`config.mk`:
```
export PLATFORM = sky130hd
export DESIGN_NAME = packet_fifo
export DESIGN_NICKNAME = d
export VERILOG_FILES = /design/src/rtl/packet_fifo.sv
export SDC_FILE = /design/constraint.sdc
export NUM_CORES = 1
export LEC_CHECK = 0
export BUFFER_PORTS_ARGS = -buffer_cell sky130_fd_sc_hd__buf_2
export CORE_MARGIN = 3
export CORE_UTILIZATION = 57
export DETAILED_ROUTE_END_ITERATION = 12
export HOLD_SLACK_MARGIN = 0.03
export PLACE_DENSITY_LB_ADDON = 0.25
export SYNTH_ARGS = -nofsm -noshare
export SYNTH_HDL_FRONTEND = slang
export SYNTH_SLANG_ARGS = --single-unit
```
`constraint.sdc`:
```
create_clock -name clk -period 4 [get_ports clk]
set_clock_uncertainty 0.2 [all_clocks]
set_input_delay 0.6 -clock clk [delete_from_list [all_inputs] [get_ports clk]]
set_output_delay 0.6 -clock clk [all_outputs]
set_load 0.05 [all_outputs]
```
`src/rtl/packet_fifo.sv`:
```
`timescale 1ns/1ps
// packet_fifo: packet-aware FIFO; writes stage until w_commit publishes them, w_discard drops them.
// Optional sticky overflow/underflow flags with err_clr when FIFO_ERR_EN is defined.
module packet_fifo #(
    parameter int DATA_W    = 8,
    parameter int DEPTH     = 64,
    parameter int ADDR_W    = 6,
    parameter int AF_THRESH = 56,
    parameter int AE_THRESH = 8
) (
    input  logic              clk,
    input  logic              n_rst,
    input  logic              w_enable,
    input  logic [DATA_W-1:0] w_data,
    input  logic              w_commit,
    input  logic              w_discard,
    input  logic              r_enable,
    output logic [DATA_W-1:0] r_data,
    output logic              empty,
    output logic              full,
    output logic              almost_full,
    output logic              almost_empty,
    output logic [ADDR_W:0]   count,
    output logic [ADDR_W:0]   space
`ifdef FIFO_ERR_EN
    ,
    output logic              overflow,
    output logic              underflow,
    input  logic              err_clr
`endif
);
    localparam logic [ADDR_W:0] L_DEPTH = (ADDR_W+1)'(DEPTH);
    localparam logic [ADDR_W:0] L_AF    = (ADDR_W+1)'(AF_THRESH);
    localparam logic [ADDR_W:0] L_AE    = (ADDR_W+1)'(AE_THRESH);

    logic [DATA_W-1:0] r_mem [DEPTH];
    logic [ADDR_W:0]   r_wr_ptr, r_cm_ptr, r_rd_ptr;
    logic [ADDR_W:0]   w_used, w_wr_next;
    logic              w_do_wr, w_do_rd;

    always_comb begin
        w_used       = r_wr_ptr - r_rd_ptr;
        full         = (w_used == L_DEPTH);
        empty        = (r_cm_ptr == r_rd_ptr);
        count        = r_cm_ptr - r_rd_ptr;
        space        = L_DEPTH - w_used;
        almost_full  = (w_used >= L_AF);
        almost_empty = (count <= L_AE);
        w_do_wr      = w_enable && !full && !w_discard;
        w_do_rd      = r_enable && !empty;
        w_wr_next    = r_wr_ptr + {{ADDR_W{1'b0}}, w_do_wr};
        r_data       = empty ? '0 : r_mem[r_rd_ptr[ADDR_W-1:0]];
    end

    always_ff @(posedge clk or negedge n_rst) begin
        if (!n_rst) begin
            for (int i = 0; i < DEPTH; i++) r_mem[i] <= '0;
        end else if (w_do_wr) begin
            r_mem[r_wr_ptr[ADDR_W-1:0]] <= w_data;
        end
    end

    // Discard rewinds staging to the commit point and overrides any same-cycle commit.
    always_ff @(posedge clk or negedge n_rst) begin
        if (!n_rst) begin
            r_wr_ptr <= '0;
            r_cm_ptr <= '0;
            r_rd_ptr <= '0;
        end else begin
            if (w_discard) r_wr_ptr <= r_cm_ptr;
            else begin
                r_wr_ptr <= w_wr_next;
                if (w_commit) r_cm_ptr <= w_wr_next;
            end
            if (w_do_rd) r_rd_ptr <= r_rd_ptr + 1'b1;
        end
    end

`ifdef FIFO_ERR_EN
    logic r_overflow, r_underflow;
    assign overflow  = r_overflow;
    assign underflow = r_underflow;

    always_ff @(posedge clk or negedge n_rst) begin
        if (!n_rst) begin
            r_overflow  <= 1'b0;
            r_underflow <= 1'b0;
        end else begin
            if (w_enable && full) r_overflow <= 1'b1;
            else if (err_clr) r_overflow <= 1'b0;
            if (r_enable && empty) r_underflow <= 1'b1;
            else if (err_clr) r_underflow <= 1'b0;
        end
    end
`endif
endmodule

```
==> summary.txt <==
Die
  – I/O pin count: 40
  – Die H: 219.9 um
  – Die X: 219.9 um
  – Die Footprint: 48,360 um2
  – # rows: 77
  – Initial Utilization: 58.35%
  – CORE AREA: around 45,000 um2

Logic synthesis
  – Post-synthesis async set-or-reset flop share: 100.0%
  – Primary FF master, synth: dfrtp_1
  – Sequential fraction of the synthesis area: 51.14%
  – Synth cell count leaders: dfrtp_1, mux2_2, mux4_2
  – Top cells by area, synth: dfrtp_1, mux2_2, mux4_2, mux2_4, o211ai_4
  – Area leader, netlist: dfrtp_1
  – Synth warn: 0
  – Top-area cell type share of the netlist area: 51.14%
  – Seq cells post-synth: around 530
  – Mapped Avg Cell Area: 15.57 um2
  – Mapped Area: about 26,000 um2
  – Netlist cell types: 60
  – EDFF count, synth: 0
  – Most frequent cell after synthesis: dfrtp_1
  – Syn Inst Count: approximately 1,700
  – Nets in the synthesized netlist: 1,707

Clocking
  – Worst-Skew Late Latency: ~0.6 ns
  – Htree depth: 2
  – Reg clk slew, reported paths: around 0.060 ns
  – # clock sinks: 533
  – CTS tree: built
  – Max clock buf depth: 3
  – Number of buffers created by CTS: 54
  – Clk root buf: clkbuf_16

Power and ir drop
  – Leak: 14.08 nW
  – Power Total: approximately 19 mW
  – Pwr/cell area: 650.1 nW/um2
  – Maximum vdd ir drop: between 1000 and 1500 uV

Global routing
  – GRT Util Overall: 27.73%
  – Congestion Overflow GR: 0
  – Global-route wire length before repair: 100.8 mm
  – Vias in the first global route: 16,006
  – Largest net degree at the start of global routing: 103
  – Initial antenna violation count: 1

Cells and area
  – Fill count: 3,105
  – Final Cell Area: just under 30,000 um2
  – Final Net Count: 1,765
  – Ratio of cells with drive above 1 in the final layout: a little under three fifths
  – Sequential Area: 13,350 um2
  – Area Overhead vs Synth: 13.32%
  – Multi-input gate area: 12,340 um2

Route
  – Via count: 15,440
  – Via density: ~6.5
  – DRT Pass-1 Iters: 5
  – Residual DRC count: 0
  – Final ANT Viol Nets: 0
  – Drt total wl: 65.28 mm
  – Drt initial violations: about 1,300
  – WL/cell: about 28 um

STA
  – RSZ-0062 raised after global routing: true
  – Max Slew Vio Count: 0
  – Final setup violation count: 0
  – Slew at the pin with the worst max-slew slack: 1.275 ns
  – Maximum clock frequency: 0.2517 GHz
  – Tcrit/Tclk final: between 90% and 100%
  – Final TNS setup: 0 ns
  – Slew margin rel.: between 10 and 15%
  – Final hold vios: 0
  – Crit path time final: 3.974 ns

Setup path
  – Reg2Reg Depth: 14
  – FF-to-FF setup slack: between 0.15 and 0.2 ns
  – Critical Path Fanout Max: 17
  – Largest delay share family, worst path: compound AO/OA/AOI/OAI gates
  – Type of origin of the critical path: flip-flop
  – Worst setup path startpoint: r_rd_ptr[0]$_DFFE_PN0P_
  – Class of the most critical setup path: flip-flop to output pin
  – Worst-path cell with the longest stage delay: dfrtp_4
  – CP max stage delay: 0.57 ns
  – Worst setup EP type: output pin
  – Critical Path Stages: 7
  – Worst reg2reg endpoint: r_mem[192]$_DFFE_PN0P_
  – CP endpoint: r_data[6]
  – Cells along the critical path: bufbuf_16 > mux4_2 > nor2_1 > a211oi_2 > a221oi_2 > o32ai_2 > buf_12
  – Worst path buffer plus inverter count: 2
  – Worst path arrival time: between 3 and 4 ns
  – CP required: 3.20 ns
  – Worst r2r src: r_rd_ptr[4]$_DFFE_PN0P_

Place
  – Detailed-placement wirelength estimate: slightly above 40 mm
  – Port buffer count: 39
  – Routability cong.: 0.8566
  – Post-DP Area: 27,300 um2

Worst hold path
  – Hold Path Depth: 2
  – Tightest Hold Check Type: input pin to flip-flop

Run status
  – Outcome: finished clean

Run
  – Number of max-cap violations: 0
==> stage by stage <==
| step | hold slack [ns] | setup slack [ns] | util, % | cells |
|---|---|---|---|---|
| 2_1_floorplan | 0.1044 | -0.1366 | - | 1675 |
| 3_3_place_gp | 0.2699 | 0.2671 | 61.07 | 2255 |
| 3_5_place_dp | 0.2862 | 0.2323 | 61.07 | 2255 |
| 4_1_cts | 0.2121 | 0.0006313 | 65.71 | 2358 |
| 5_1_grt | 0.2362 | -0.01434 | 66.11 | 2364 |
| 6_report | 0.2598 | 0.02649 | 66.12 | 2365 |
==> logic make-up (layout without fill, tap and decap cells) <==
logic type	count (synthesis)	after routing	synth area share [%]
muxes	681	681	36.29
and+or+nand+nor	138	138	2.600
adders and majority gates	18	18	0.9210
other	0	1	0
DFF	533	533	51.14
AOI/OAI and AO/OA	137	137	5.900
buffers and inverters	147	244	2.442
xor gates and xnor gates	21	21	0.7052
==> power breakdown <==
| part | total, mW | internal, mW | switching (mW) |
|---|---|---|---|
| registers | 6.24 | 5.92 | 0.324 |
| logic | 7.93 | 2.96 | 4.97 |
| clock network | 5.04 | 2.96 | 2.08 |
==> layer usage <==
metal | wire length [um] | global-route usage [%] | vias to the layer above | share of wire [%]
met3 | 4103 | 4.523 | 120 | 6.3
met1 | 29060 | 41.82 | 8365 | 45
met2 | 30310 | 42.28 | 494 | 46
met4 | 1809 | 7.770 | 0 | 2.8
met5 | 0 | 0 | - | 0
li1 | - | - | 6461 | -
==> sequential cells by signal, summed over array words and instances (netlist names) <==
register / flops
r_cm_ptr: 7
r_mem: 512
r_rd_ptr: 7
r_wr_ptr: 7
==> worst min-delay path by stage <==
stage                           startpoint                 endpoint  slack (ns)
finish                           w_discard    r_wr_ptr[2]$_DFF_PN0_        0.26
global route                     w_discard    r_wr_ptr[4]$_DFF_PN0_        0.24
CTS                              w_discard    r_wr_ptr[2]$_DFF_PN0_        0.21
detailed placement  r_mem[220]$_DFFE_PN0P_   r_mem[220]$_DFFE_PN0P_        0.29
global placement    r_mem[220]$_DFFE_PN0P_   r_mem[220]$_DFFE_PN0P_        0.27
floorplan                            n_rst  r_cm_ptr[0]$_DFFE_PN0P_        0.10
==> repair_timing <==
item                                    4_1_cts  5_1_grt
endpoints found under the setup margin       11       44
hold buffers                                  1        0
setup buffers                                 5        3
cloned                                        2        3
pin swaps                                     4        6
hold endpoints to repair                     71        0
gates resized for setup                      45       26
==> worst reg2reg max path: cells and delay by family, from the launching register on <==
family / cells / cell delay [ns]
muxes: 1 / 0.38
AOI/OAI and AO/OA: 4 / 0.85
buffers and inverters: 8 / 1.54
adders and majority gates: 1 / 0.34
DFF: 1 / 0.40
==> final cells by class <==
type	instances	share of cell area [%]
antenna	1	0.008466
tap	592	2.506
clock inverter	6	0.1863
multi-input combinational	995	41.76
clock buffer	89	5.808
inverter	18	0.2371
timing repair buffer	131	4.335
sequential	533	45.16
==> layout by cell type, fill, tap and decap left out, drive strengths merged, types with 21 or more instances in the layout <==
| master | synthesis | layout |
|---|---|---|
| dfrtp | 533 | 533 |
| mux2 | 526 | 526 |
| mux4 | 140 | 140 |
| buf | 49 | 126 |
| clkbuf | 80 | 92 |
| o211ai | 55 | 55 |
| nand2 | 34 | 34 |
| nor2 | 29 | 29 |
| nor3 | 25 | 25 |
| o21ai | 21 | 21 |
No activity file was read; power rests on OpenSTA's default activity.
